<file path="config.mk">
export PLATFORM = sky130hd
export DESIGN_NAME = plru_eviction_policy
export DESIGN_NICKNAME = d
export VERILOG_FILES = /design/src/rtl/eviction_policy_pkg.sv /design/src/rtl/plru_tree.sv /design/src/rtl/plru_eviction_policy.sv
export SDC_FILE = /design/constraint.sdc
export NUM_CORES = 1
export LEC_CHECK = 0
export ABC_AREA = 1
export ABC_CLOCK_PERIOD_IN_PS = 2800
export CORE_MARGIN = 2
export CORE_UTILIZATION = 52
export CTS_CLUSTER_DIAMETER = 150
export CTS_CLUSTER_SIZE = 40
export DETAILED_ROUTE_END_ITERATION = 8
export PLACE_DENSITY_LB_ADDON = 0.08
export SETUP_SLACK_MARGIN = 0.1
export SYNTH_ARGS = -nofsm -noshare
export SYNTH_HDL_FRONTEND = slang
export SYNTH_SLANG_ARGS = --single-unit
</file>
<file path="constraint.sdc">
create_clock -name clk -period 2.8 [get_ports clk]
set_input_delay 0.56 -clock clk [delete_from_list [all_inputs] [get_ports clk]]
set_output_delay 0.56 -clock clk [all_outputs]
set_load 0.1 [all_outputs]
</file>
<file path="src/rtl/eviction_policy_pkg.sv">
// Shared types and one-hot helpers for the PLRU eviction engine.
package eviction_policy_pkg;

  localparam int unsigned MAX_WAYS = 64;

  typedef enum logic [1:0] {EP_IDLE, EP_SEARCH, EP_READY} ep_state_t;

  function automatic logic is_onehot(input logic [MAX_WAYS-1:0] v);
    return (v != '0) && ((v & (v - MAX_WAYS'(1))) == '0);
  endfunction

  function automatic int unsigned onehot_to_idx(input logic [MAX_WAYS-1:0] v);
    int unsigned idx = 0;
    for (int unsigned i = 0; i < MAX_WAYS; i++) begin
      if (v[i]) idx = i;
    end
    return idx;
  endfunction

endpackage

</file>
<file path="src/rtl/plru_tree.sv">
// Combinational tree-PLRU update (two touches, allocate wins) and victim pick.
module plru_tree #(
  parameter  int unsigned NUM_WAYS  = 8,
  localparam int unsigned TREE_BITS = NUM_WAYS - 1,
  localparam int unsigned IDX_W     = $clog2(NUM_WAYS)
) (
  input  logic [TREE_BITS-1:0] plru_bits,
  input  logic [IDX_W-1:0]     hit_idx,
  input  logic                 hit_en,
  input  logic [IDX_W-1:0]     alloc_idx,
  input  logic                 alloc_en,
  input  logic [NUM_WAYS-1:0]  valid_vec,
  output logic [TREE_BITS-1:0] next_plru_bits,
  output logic [NUM_WAYS-1:0]  victim
);

  int unsigned hit_node;
  int unsigned alloc_node;
  int unsigned walk_node;
  int unsigned first_inv;
  logic        any_inv;

  // Heap-ordered path walk; each node on the path points away from the touched way.
  always_comb begin
    next_plru_bits = plru_bits;
    hit_node       = 0;
    alloc_node     = 0;
    for (int unsigned lvl = 0; lvl < IDX_W; lvl++) begin
      if (hit_en) next_plru_bits[hit_node] = ~hit_idx[IDX_W-1-lvl];
      hit_node = 2 * hit_node + 1 + 32'(hit_idx[IDX_W-1-lvl]);
    end
    // Allocate is applied second so it overwrites shared path nodes.
    for (int unsigned lvl = 0; lvl < IDX_W; lvl++) begin
      if (alloc_en) next_plru_bits[alloc_node] = ~alloc_idx[IDX_W-1-lvl];
      alloc_node = 2 * alloc_node + 1 + 32'(alloc_idx[IDX_W-1-lvl]);
    end
  end

  // Lowest invalid way wins; otherwise follow node bits from the root.
  always_comb begin
    victim    = '0;
    first_inv = 0;
    any_inv   = 1'b0;
    walk_node = 0;
    for (int unsigned w = NUM_WAYS; w > 0; w--) begin
      if (!valid_vec[w-1]) begin
        first_inv = w - 1;
        any_inv   = 1'b1;
      end
    end
    for (int unsigned lvl = 0; lvl < IDX_W; lvl++) begin
      walk_node = 2 * walk_node + 1 + 32'(plru_bits[walk_node]);
    end
    if (any_inv) victim[first_inv] = 1'b1;
    else         victim[walk_node - TREE_BITS] = 1'b1;
  end

endmodule

</file>
<file path="src/rtl/plru_eviction_policy.sv">
// Tree pseudo-LRU eviction engine for one cache set (slave side of the policy interface).
module plru_eviction_policy
  import eviction_policy_pkg::*;
#(
  parameter int unsigned NUM_WAYS = 8
) (
  input  logic                clk,
  input  logic                rst,
  input  logic [NUM_WAYS-1:0] hitWay,
  input  logic                hit,
  input  logic [NUM_WAYS-1:0] missWay,
  input  logic                miss,
  input  logic [NUM_WAYS-1:0] allocateWay,
  input  logic                allocate,
  output logic [NUM_WAYS-1:0] evictionTarget,
  output logic                evictionReady
);

  localparam int unsigned TREE_BITS = NUM_WAYS - 1;
  localparam int unsigned IDX_W     = $clog2(NUM_WAYS);

  if (NUM_WAYS < 2 || NUM_WAYS > MAX_WAYS || (NUM_WAYS & (NUM_WAYS - 1)) != 0) begin : g_bad_ways
    $error("NUM_WAYS must be a power of two between 2 and 64");
  end

  ep_state_t             state, state_next;
  logic [NUM_WAYS-1:0]   valid_vec;
  logic [TREE_BITS-1:0]  plru_bits, next_plru_bits;
  logic [NUM_WAYS-1:0]   target_reg, victim;
  logic [NUM_WAYS-1:0]   target_out, target_out_next;
  logic                  ready_out, ready_out_next;
  logic                  hit_ok, alloc_ok;
  logic [IDX_W-1:0]      hit_idx, alloc_idx;
  logic                  unused_miss_way;

  assign unused_miss_way = ^missWay;

  assign hit_ok    = hit && is_onehot(MAX_WAYS'(hitWay));
  assign alloc_ok  = allocate && is_onehot(MAX_WAYS'(allocateWay));
  assign hit_idx   = IDX_W'(onehot_to_idx(MAX_WAYS'(hitWay)));
  assign alloc_idx = IDX_W'(onehot_to_idx(MAX_WAYS'(allocateWay)));

  plru_tree #(.NUM_WAYS(NUM_WAYS)) u_tree (
    .plru_bits      (plru_bits),
    .hit_idx        (hit_idx),
    .hit_en         (hit_ok),
    .alloc_idx      (alloc_idx),
    .alloc_en       (alloc_ok),
    .valid_vec      (valid_vec),
    .next_plru_bits (next_plru_bits),
    .victim         (victim)
  );

  // Next-state and output-register inputs; allocate aborts any pending search/result.
  always_comb begin
    state_next      = state;
    ready_out_next  = 1'b0;
    target_out_next = '0;
    case (state)
      EP_IDLE:   if (miss) state_next = EP_SEARCH;
      EP_SEARCH: state_next = alloc_ok ? EP_IDLE : EP_READY;
      EP_READY: begin
        if (alloc_ok) begin
          state_next = EP_IDLE;
        end else begin
          ready_out_next  = 1'b1;
          target_out_next = target_reg;
        end
      end
      default:   state_next = EP_IDLE;
    endcase
  end

  // State, PLRU tree, valid bits and registered outputs.
  always_ff @(posedge clk) begin
    if (rst) begin
      state      <= EP_IDLE;
      valid_vec  <= '0;
      plru_bits  <= '0;
      target_reg <= '0;
      target_out <= '0;
      ready_out  <= 1'b0;
    end else begin
      state      <= state_next;
      plru_bits  <= next_plru_bits;
      target_out <= target_out_next;
      ready_out  <= ready_out_next;
      if (state == EP_SEARCH) target_reg <= victim;
      if (alloc_ok) valid_vec <= valid_vec | allocateWay;
    end
  end

  // Flag malformed hit vectors in simulation; the hit itself is dropped.
  always_ff @(posedge clk) begin
    if (!rst && hit) begin
      assert (hit_ok) else $warning("hitWay is not one-hot; hit ignored");
    end
  end

  assign evictionTarget = target_out;
  assign evictionReady  = ready_out;

endmodule

</file>
# == Yosys cells after proc, flatten, opt, wreduce, memory -nomap -nowiden ==
# Index checks and enable logic that the tools add are counted.
# classes
addsub,14
n_lt_le_gt_ge,14
eq_ne,4
mux,62
bitwise,10
reduce_logical,18
# op_table
cell,count
$lt 32x4->1 const B,7
$ge 32x1->1 const B,5
$add 32x1->32,4
$add 32x1->32 const B,4
$and 8x64->64,2
$logic_not 64->1,2
$mux 3,20
$sub 32x3->32 const B,1
$bwmux 7,4
$mux 7,4
$mux 1,21
$demux 1 s3,6
$sub 8x1->9 const B,2
$reduce_bool 8->1,2
$logic_and 1x1->1,10
$mux 8,1
$or 8x8->8,1
$not 1->1,7
$add 1x1->2 const A,3
$bmux 1 s3,2
$mux 2,3
$pmux 2 s3,1
$lt 3x4->1 const B,1
$ne 2x2->1 const B,2
other kinds (7),7
# word_totals
regBits,34
output_inout_bits,9
wordCells,128

# == Longest topological paths before layout ==
# Gate-level depths: netlist of the first run.
# logic_depth
word_depth,21
ltp_mapped,13

# == Modules after synthesis ==
# From an unflattened synthesis of the first run, not the netlist that was laid out.
# hier_totals
hier_cells,311
area_unflattened_um2,2113.3
# by_module_without_submodules
module,n_inst,cells_each,area_per_inst_um2,seq_area_each_um2
plru_eviction_policy,1,177,1395.1,680.7
plru_tree,1,134,718.2,0.0

# == Worst setup path before layout of the first run ==
# OpenSTA, ideal clock, no wires.
# synth_timing
path_type,in2reg
startpoint,input hitWay[4]
endpoint,register plru_bits[0]
setup_ns,0.066
arrival_ns,2.071
setup_slack_ns,0.663
stages,10
path_cell_list,nor2_2 -> inv_1 -> o21ai_1 -> inv_1 -> ha_1 -> nor2_1 -> nand3_1 -> o211ai_2 -> nand2_1 -> a21oi_2
# synth_between
elab_chain_cells,18
elab_cells_between_ends,36
cone_classes,add/sub (4); order compare (4); mux (18); bitwise (4); reduce/logical (6)
# synth_rtl
element,line_no,rtl
"start, declared",plru_eviction_policy.sv:9,"input logic [NUM_WAYS-1:0] hitWay,"
$mux 3 (4 in a row),eviction_policy_pkg.sv:15,if (v[i]) idx = i;
$add 1x1->2,plru_tree.sv:30,hit_node = 2 * hit_node + 1 + 32'(hit_idx[IDX_W-1-lvl]);
$add 32x1->32 (tied with other cells),plru_tree.sv:30,
$add 32x1->32 or $logic_and 1x1->1 (tied branches),"plru_tree.sv:30, plru_tree.sv:29",
$ge 32x1->1 (implied by the code) (tied with other cells),plru_tree.sv:29,if (hit_en) next_plru_bits[hit_node] = ~hit_idx[IDX_W-1-lvl];
$logic_and 1x1->1 (implied by the code) or $demux 1 s3 (tied branches),--,
$mux 1 (implied by the code) or $bwmux 7 (tied branches),plru_tree.sv:29,
$demux 1 s3 or $mux 7 (tied branches),--,
$bwmux 7,plru_tree.sv:29,
$mux 7 (*),plru_tree.sv:29,
$mux 1 (*),plru_tree.sv:34,if (alloc_en) next_plru_bits[alloc_node] = ~alloc_idx[IDX_W-1-lvl];
$bwmux 7,plru_tree.sv:34,
$mux 7 (*),plru_tree.sv:34,
$bwmux 7,plru_tree.sv:34,
$mux 7 (*),plru_tree.sv:34,
"end signal, assigned",plru_eviction_policy.sv:85,plru_bits <= next_plru_bits;
"end, declared",plru_eviction_policy.sv:28,"logic [TREE_BITS-1:0] plru_bits, next_plru_bits;"
# Every way passes the cells marked *; elsewhere a longest branch is shown, timed or not.
# A chain may end at the register's enable or synchronous reset.

# == Worst setup path after layout of the first run ==
# Ends and elaborated chain as after synthesis.

==> impl_metrics.csv, run 1 <==
group,metric,value,unit
floorplanning,die-area,4530,sq um
routing,vias,2008,
timing,skew,0.00684,ns
yosys,ys_seq_elements,34,
worst_setup_path,cpMostUsedCell,"inv_1",
clocking,clock-root-buffer,"clkbuf_8",
global_routing,grt_pass1_wl,7380,microns
hold_path,min-delay-start,"state[0]",
yosys,ys_async_sr_fraction,0,
clocking,cts_setup_buffers,0,
yosys,synth_largest_area_cell,"dfxtp_1",
hold_path,hold_depth,1,
timing,worstMarginPinSlew,0.613,ns
global_routing,grt_pass1_vias,1730,
floorplanning,ios,38,
placed_design,place_area,2400,sq um
timing,setup-tns-final,0,ns
cells_and_area,fill_cells,364,
worst_setup_path,r2r_slack,1.21,ns
yosys,synth_cell_types,38,
status,status,"complete, no violations",
worst_setup_path,cp.arrival,2.46,ns
yosys,netlist_instances,310,
global_routing,grt_max_degree,18,
yosys,avgSynthCellArea,6.72,sq um
timing,rsz0062_at_grt,"false",
clocking,cts.sinks,34,
job,maxCapViolCount,0,
cells_and_area,nets,382,
routing,routedWlPerCell,10.7,microns
clocking,clk_latency,0.29,ns
global_routing,antenna_found_initial,0,
hold_path,hp-class,"flop to flop",
clocking,cts.reportedPaths.clkPinSlew,0.07,ns
timing,fin_crit_sh,0.801,
worst_setup_path,cp-end-kind,"flop",
timing,setup_violations,0,
pwr,power.density,468,nW/um^2
global_routing,track_usage,0.212,
yosys,synth_edf_count,0,
worst_setup_path,cp_max_fo,4,
worst_setup_path,reg2reg_from,"plru_bits[0]",
floorplanning,die-width,67.3,microns
yosys,synth-warning-count,0,
worst_setup_path,required,3.02,ns
clocking,cts_max_level,2,
pwr,p_total,0.00119,W
clocking,cts_buffers,5,
routing,drt_iter0_markers,84,
global_routing,grt_remaining_overflow,0,
timing,setup_slack,0.559,ns
cells_and_area,final_layout_size_suffix_gt1_frac,0.142,
worst_setup_path,reg2reg_depth,9,
timing,finalHoldViolCount,0,
clocking,cts_resized,0,
routing,viasPerCell,5.08,
yosys,synth_top_area_share,0.327,
yosys,synth-main-ff-cell,"dfxtp_1",
timing,max_freq,446,MHz
cells_and_area,diodes,0,
floorplanning,die_h,67.3,microns
placed_design,dp_slack,0.279,ns
timing,slew_headroom,0.592,
routing,finalWirelength,4240,microns
routing,drtAntennaViolNets,0,
routing,drc,0,
timing,drv_slew,0,
cells_and_area,instances_no_fill,395,
worst_setup_path,startpoint_type,"input pin",
pwr,leakage,1.11,nW
floorplanning,start_util,0.533,
floorplanning,coreArea,3910,sq um
yosys,syn-num-nets,348,
hold_path,whs_endpoint,"state[0]",
clocking,ctsHoldBuffers,0,
clocking,clockBufferDepth,2,
placed_design,io_buffers,29,
yosys,ys_top_cells_by_area,"dfxtp_1, nand2_1, inv_1",
cells_and_area,regArea,681,sq um
cells_and_area,syn2layout_area_growth,21.7,%
clocking,cts_tree,"built",
cells_and_area,design_area,2540,sq um
worst_setup_path,cp_slowest_cell,"clkdlybuf4s50_1",
timing,period_minus_slack,2.24,ns
floorplanning,core.rowCount,23,
routing,dr.pass1.iters,4,
cells_and_area,multi_input_area,1150,sq um
pwr,ir_drop,0.000302,V
placed_design,globalplace.congestion,0.819,
yosys,netlist_area,2080,sq um
worst_setup_path,slowest_delay,0.45,ns
placed_design,hpwl,3260,microns
yosys,ys_seq_area_frac,0.327,
worst_setup_path,timing.rr.end,"target_reg[4]",
worst_setup_path,path_class,"input pin to flop",
placed_design,dp.cells,387,
worst_setup_path,crit_chain,"clkdlybuf4s50_1, nor2_2, inv_1, o21ai_1, inv_1, ha_1, nor2_1, nand3_1, o211ai_2, nand2_1, a21oi_2",
[cell usage in the layout (no fill, tap or decap), drive strengths merged]
master	instances
clkbuf	5
a221oi	1
bufinv	2
a21boi	2
nor3	17
a32o	1
o21ai	21
o22ai	1
dfxtp	34
a21oi	26
a22oi	1
nand4	2
a211oi	1
nand2	61
a31oi	1
and2	1
o211ai	2
ha	9
nor2	46
nand3	16
o21a	3
clkdlybuf4s50	20
inv	57
buf	12
nor4	1
clkinv	2
[layer usage]
layer,GRT usage,share of wire,vias to the layer above
met5,0,0,-
met4,0.0612,0.012,0
met3,0.0450,0.050,5
met2,0.366,0.47,47
met1,0.264,0.47,899
li1,-,-,1057
[layout make-up]
| type | count | area share |
|---|---|---|
| flip-flops and latches | 34 | 0.268 |
| repair buffers | 32 | 0.114 |
| well taps | 50 | 0.0247 |
| inverters | 58 | 0.0858 |
| clock buffers | 5 | 0.0271 |
| multi-input cells | 213 | 0.453 |
| clock inverters | 3 | 0.0271 |
[through the flow]
stage	hold slack, ns	utilization
2_1_floorplan	0.395	-
3_3_place_gp	0.403	0.613
3_5_place_dp	0.409	0.613
4_1_cts	0.419	0.648
5_1_grt	0.441	0.648
6_report	0.415	0.648
[where the power goes]
group	switching [W]	internal, W	leakage [nW]	total, W
clock	0.000188	0.000357	0.0683	0.000545
combinational	0.0000867	0.0000562	0.769	0.000143
sequential	0.00000531	0.000495	0.275	0.000500
[synth_stat cells, types with 2 or more instances]
library cell and count:
nand2_1 55, inv_1 51, nor2_1 40, dfxtp_1 34, a21oi_1 24, o21ai_0 18, nand3_1 15, nor3_1 13
ha_1 9, inv_2 6, nand2_2 5, nor2_2 4, clkbuf_1 3, nor3_2 3, o21a_1 3, a21oi_2 2
nand4_1 2, o211ai_2 2, o21ai_2 2
[worst max-delay path, delay by kind of cell]
family	cells	cell delay, ns
buffers and inverters	3	0.65
and+or+nand+nor	4	0.59
AOI/OAI and AO/OA	3	0.32
adders and majority gates	1	0.32
[worst max-delay path by stage]
stage,from,to,slack [ns],cells past startpoint
finish,hitWay[4],plru_bits[0],0.56,11
global route,allocateWay[6],evictionTarget[3],0.34,12
CTS,hitWay[4],plru_bits[0],0.56,11
detailed placement,hitWay[4],plru_bits[0],0.28,11
global placement,allocateWay[4],plru_bits[0],0.25,13
floorplan,hitWay[4],plru_bits[0],0.66,10
[logic make-up after synthesis]
kind of cell             share of synthesized area
AO/OA/AOI/OAI                                0.172
flip-flops                                   0.327
buffers and inverters                        0.122
AND/OR/NAND/NOR                              0.325
adder cells (fa/ha/maj)                     0.0540
Note: power is estimated with default switching activity, not from simulation.
==> run 2, diff against run 1 <==
Settings changed: ABC_CLOCK_PERIOD_IN_PS 2800 to 1900, CORE_UTILIZATION 52 to 47.
Clock period 2.8 ns to 1.9 ns, I/O delays scaled along.
==> run 2 against run 1 <==
  * Critical path depth unchanged
  * Clock power grew 46%
  * Via count rose by 5.6%
  * Global-route usage fell by 1.5 points
  * Sequential power up 47%
  * Wire length grew 14%
  * Die area up 10%
  * Utilization increased by 3.9 points
  * Cell count rose by 11%
  * Final area rose by 17%
  * Combinational power up 96%
  * Clock-buffer cell count stayed put
  * Critical path type unchanged
  * Largest cell class unchanged
  * Highest routed layer unchanged
==> impl_metrics.csv, run 2 (synthesized netlist as in run 1, its figures left out) <==
group,metric,value,unit
status,status,"complete, no violations",
global_routing,grt_use_met1,0.239,
worst_setup_path,path_class,"input pin to flop",
clocking,cts.reportedPaths.clkPinSlew,0.07,ns
routing,finalWirelength,4840,microns
cells_and_area,design_area,2970,sq um
timing,finalHoldViolCount,0,
global_routing,track_usage,0.197,
timing,skew,0.00523,ns
timing,drv_slew,0,
timing,rsz0062_at_grt,"true",
clocking,clk_latency,0.29,ns
global_routing,met3_usage,0.0356,
timing,setup_violations,0,
timing,slew_headroom,0.740,
global_routing,grt_busiest_layer,"met2",
global_routing,grt_remaining_overflow,0,
cells_and_area,nets,424,
clocking,clock-root-buffer,"clkbuf_8",
hold_path,hold_depth,1,
worst_setup_path,startpoint_type,"input pin",
worst_setup_path,required,2.12,ns
clocking,cts_max_level,2,
floorplanning,die_h,70.6,microns
pwr,leakage,1.41,nW
floorplanning,start_util,0.482,
cells_and_area,final_common_cell,"nand2_1",
pwr,clock_power_share,0.440,
floorplanning,die-area,4980,sq um
routing,drt_iter0_markers,90,
pwr,power.density,610,nW/um^2
global_routing,antenna_found_initial,0,
worst_setup_path,cp.arrival,1.91,ns
routing,drtAntennaViolNets,0,
clocking,clockBufferDepth,2,
timing,max_freq,593,MHz
cells_and_area,final_layout_size_suffix_gt1_frac,0.284,
pwr,pwr-share-seq,0.406,
cells_and_area,multi_input_area,1260,sq um
worst_setup_path,reg2reg_from,"plru_bits[0]",
floorplanning,ios,38,
routing,vias,2121,
hold_path,whs_endpoint,"state[0]",
floorplanning,core.rowCount,24,
job,maxCapViolCount,0,
placed_design,io_buffers,29,
worst_setup_path,reg2reg_depth,9,
routing,routedWlPerCell,11.0,microns
pwr,p_int,0.00138,W
pwr,p_comb_frac,0.154,
hold_path,min-delay-start,"state[0]",
worst_setup_path,cp-end-kind,"flop",
placed_design,dp.cells,428,
floorplanning,coreArea,4320,sq um
timing,worstMarginPinSlew,0.390,ns
timing,period_minus_slack,1.69,ns
cells_and_area,syn2layout_area_growth,42.7,%
timing,holdWs,0.414,ns
cells_and_area,diodes,0,
cells_and_area,regArea,681,sq um
pwr,ir_drop,0.000370,V
timing,fin_crit_sh,0.887,
routing,dr.pass1.iters,4,
worst_setup_path,r2r_slack,0.45,ns
clocking,ctsHoldBuffers,0,
routing,drc,0,
pwr,p_sw,0.000435,W
cells_and_area,fill_cells,388,
clocking,cts_tree,"built",
routing,viasPerCell,4.83,
global_routing,grt_pass1_wl,8050,microns
clocking,cts.sinks,34,
worst_setup_path,cp_max_fo,3,
cells_and_area,instances_no_fill,439,
floorplanning,die-width,70.6,microns
hold_path,hp-class,"flop to flop",
placed_design,globalplace.congestion,0.830,
pwr,p_total,0.00182,W
clocking,cts_buffers,5,
global_routing,grtUsageMet2,0.354,
global_routing,grt_pass1_vias,1909,
placed_design,hpwl,3470,microns
cells_and_area,fin_util,0.688,
cells_and_area,mostFrequentLayoutCells,"nand2_1, buf_4, inv_1, nor2_1, dfxtp_1",
placed_design,place_area,2710,sq um
pwr,switching_share,0.240,
global_routing,grt_max_degree,15,
worst_setup_path,timing.rr.end,"target_reg[4]",
==> run 2: timing repair <==
| action | CTS | global route |
|---|---|---|
| gates cloned | 2 | 0 |
| endpoints found under the setup margin | 18 | 25 |
| pin swaps | 12 | 12 |
| resized for setup | 20 | 24 |
| setup buffers | 0 | 1 |
==> run 2: cell type report <==
class                   instances  area share
clock buffers                   5      0.0231
clock inverters                 3      0.0231
flip-flops and latches         34       0.229
well taps                      52      0.0219
repair buffers                 72       0.204
multi-input cells             215       0.424
inverters                      58      0.0740
==> run 2: metal layers <==
layer  part of all wire  up-vias
li1                   -     1140
met1               0.46      928
met2               0.49       49
met3              0.039        4
met4              0.010        0
met5                  0        -
==> run 2: critical path, cell delays in order <==
cell and delay, ns:
dlygate4sd2_1 0.25, nor2_2 0.16, inv_1 0.10, o21ai_4 0.14, inv_2 0.08, ha_4 0.25
nor2_2 0.15, nand3_1 0.13, o211ai_2 0.08, nand2_1 0.09, a21oi_2 0.12
==> run 2: how the worst max path moves through the flow <==
stage	startpoint	endpoint	slack [ns]
finish	hitWay[5]	plru_bits[0]	0.21
detailed placement	allocateWay[5]	plru_bits[0]	-0.30
global route	hitWay[5]	plru_bits[4]	0.10
floorplan	hitWay[4]	plru_bits[0]	0.11
global placement	allocateWay[5]	plru_bits[0]	-0.29
CTS	allocateWay[6]	evictionTarget[1]	0.07
==> run 2: power by group through the flow <==
stage | clock network, W | logic (W) | registers, W
2_1_floorplan | 0 | 0.000116 | 0.000767
3_3_place_gp | 0 | 0.000261 | 0.000753
3_5_place_dp | 0 | 0.000263 | 0.000753
4_1_cts | 0.000813 | 0.000274 | 0.000737
5_1_grt | 0.000835 | 0.000308 | 0.000738
6_report | 0.000798 | 0.000280 | 0.000737
==> run 2: metrics by stage <==
stage	setup WS [ns]	setup TNS, ns
finish	0.214	0
detailed placement	-0.300	-5.29
global placement	-0.287	-4.66
global route	0.101	0
floorplan	0.111	0
CTS	0.0747	0
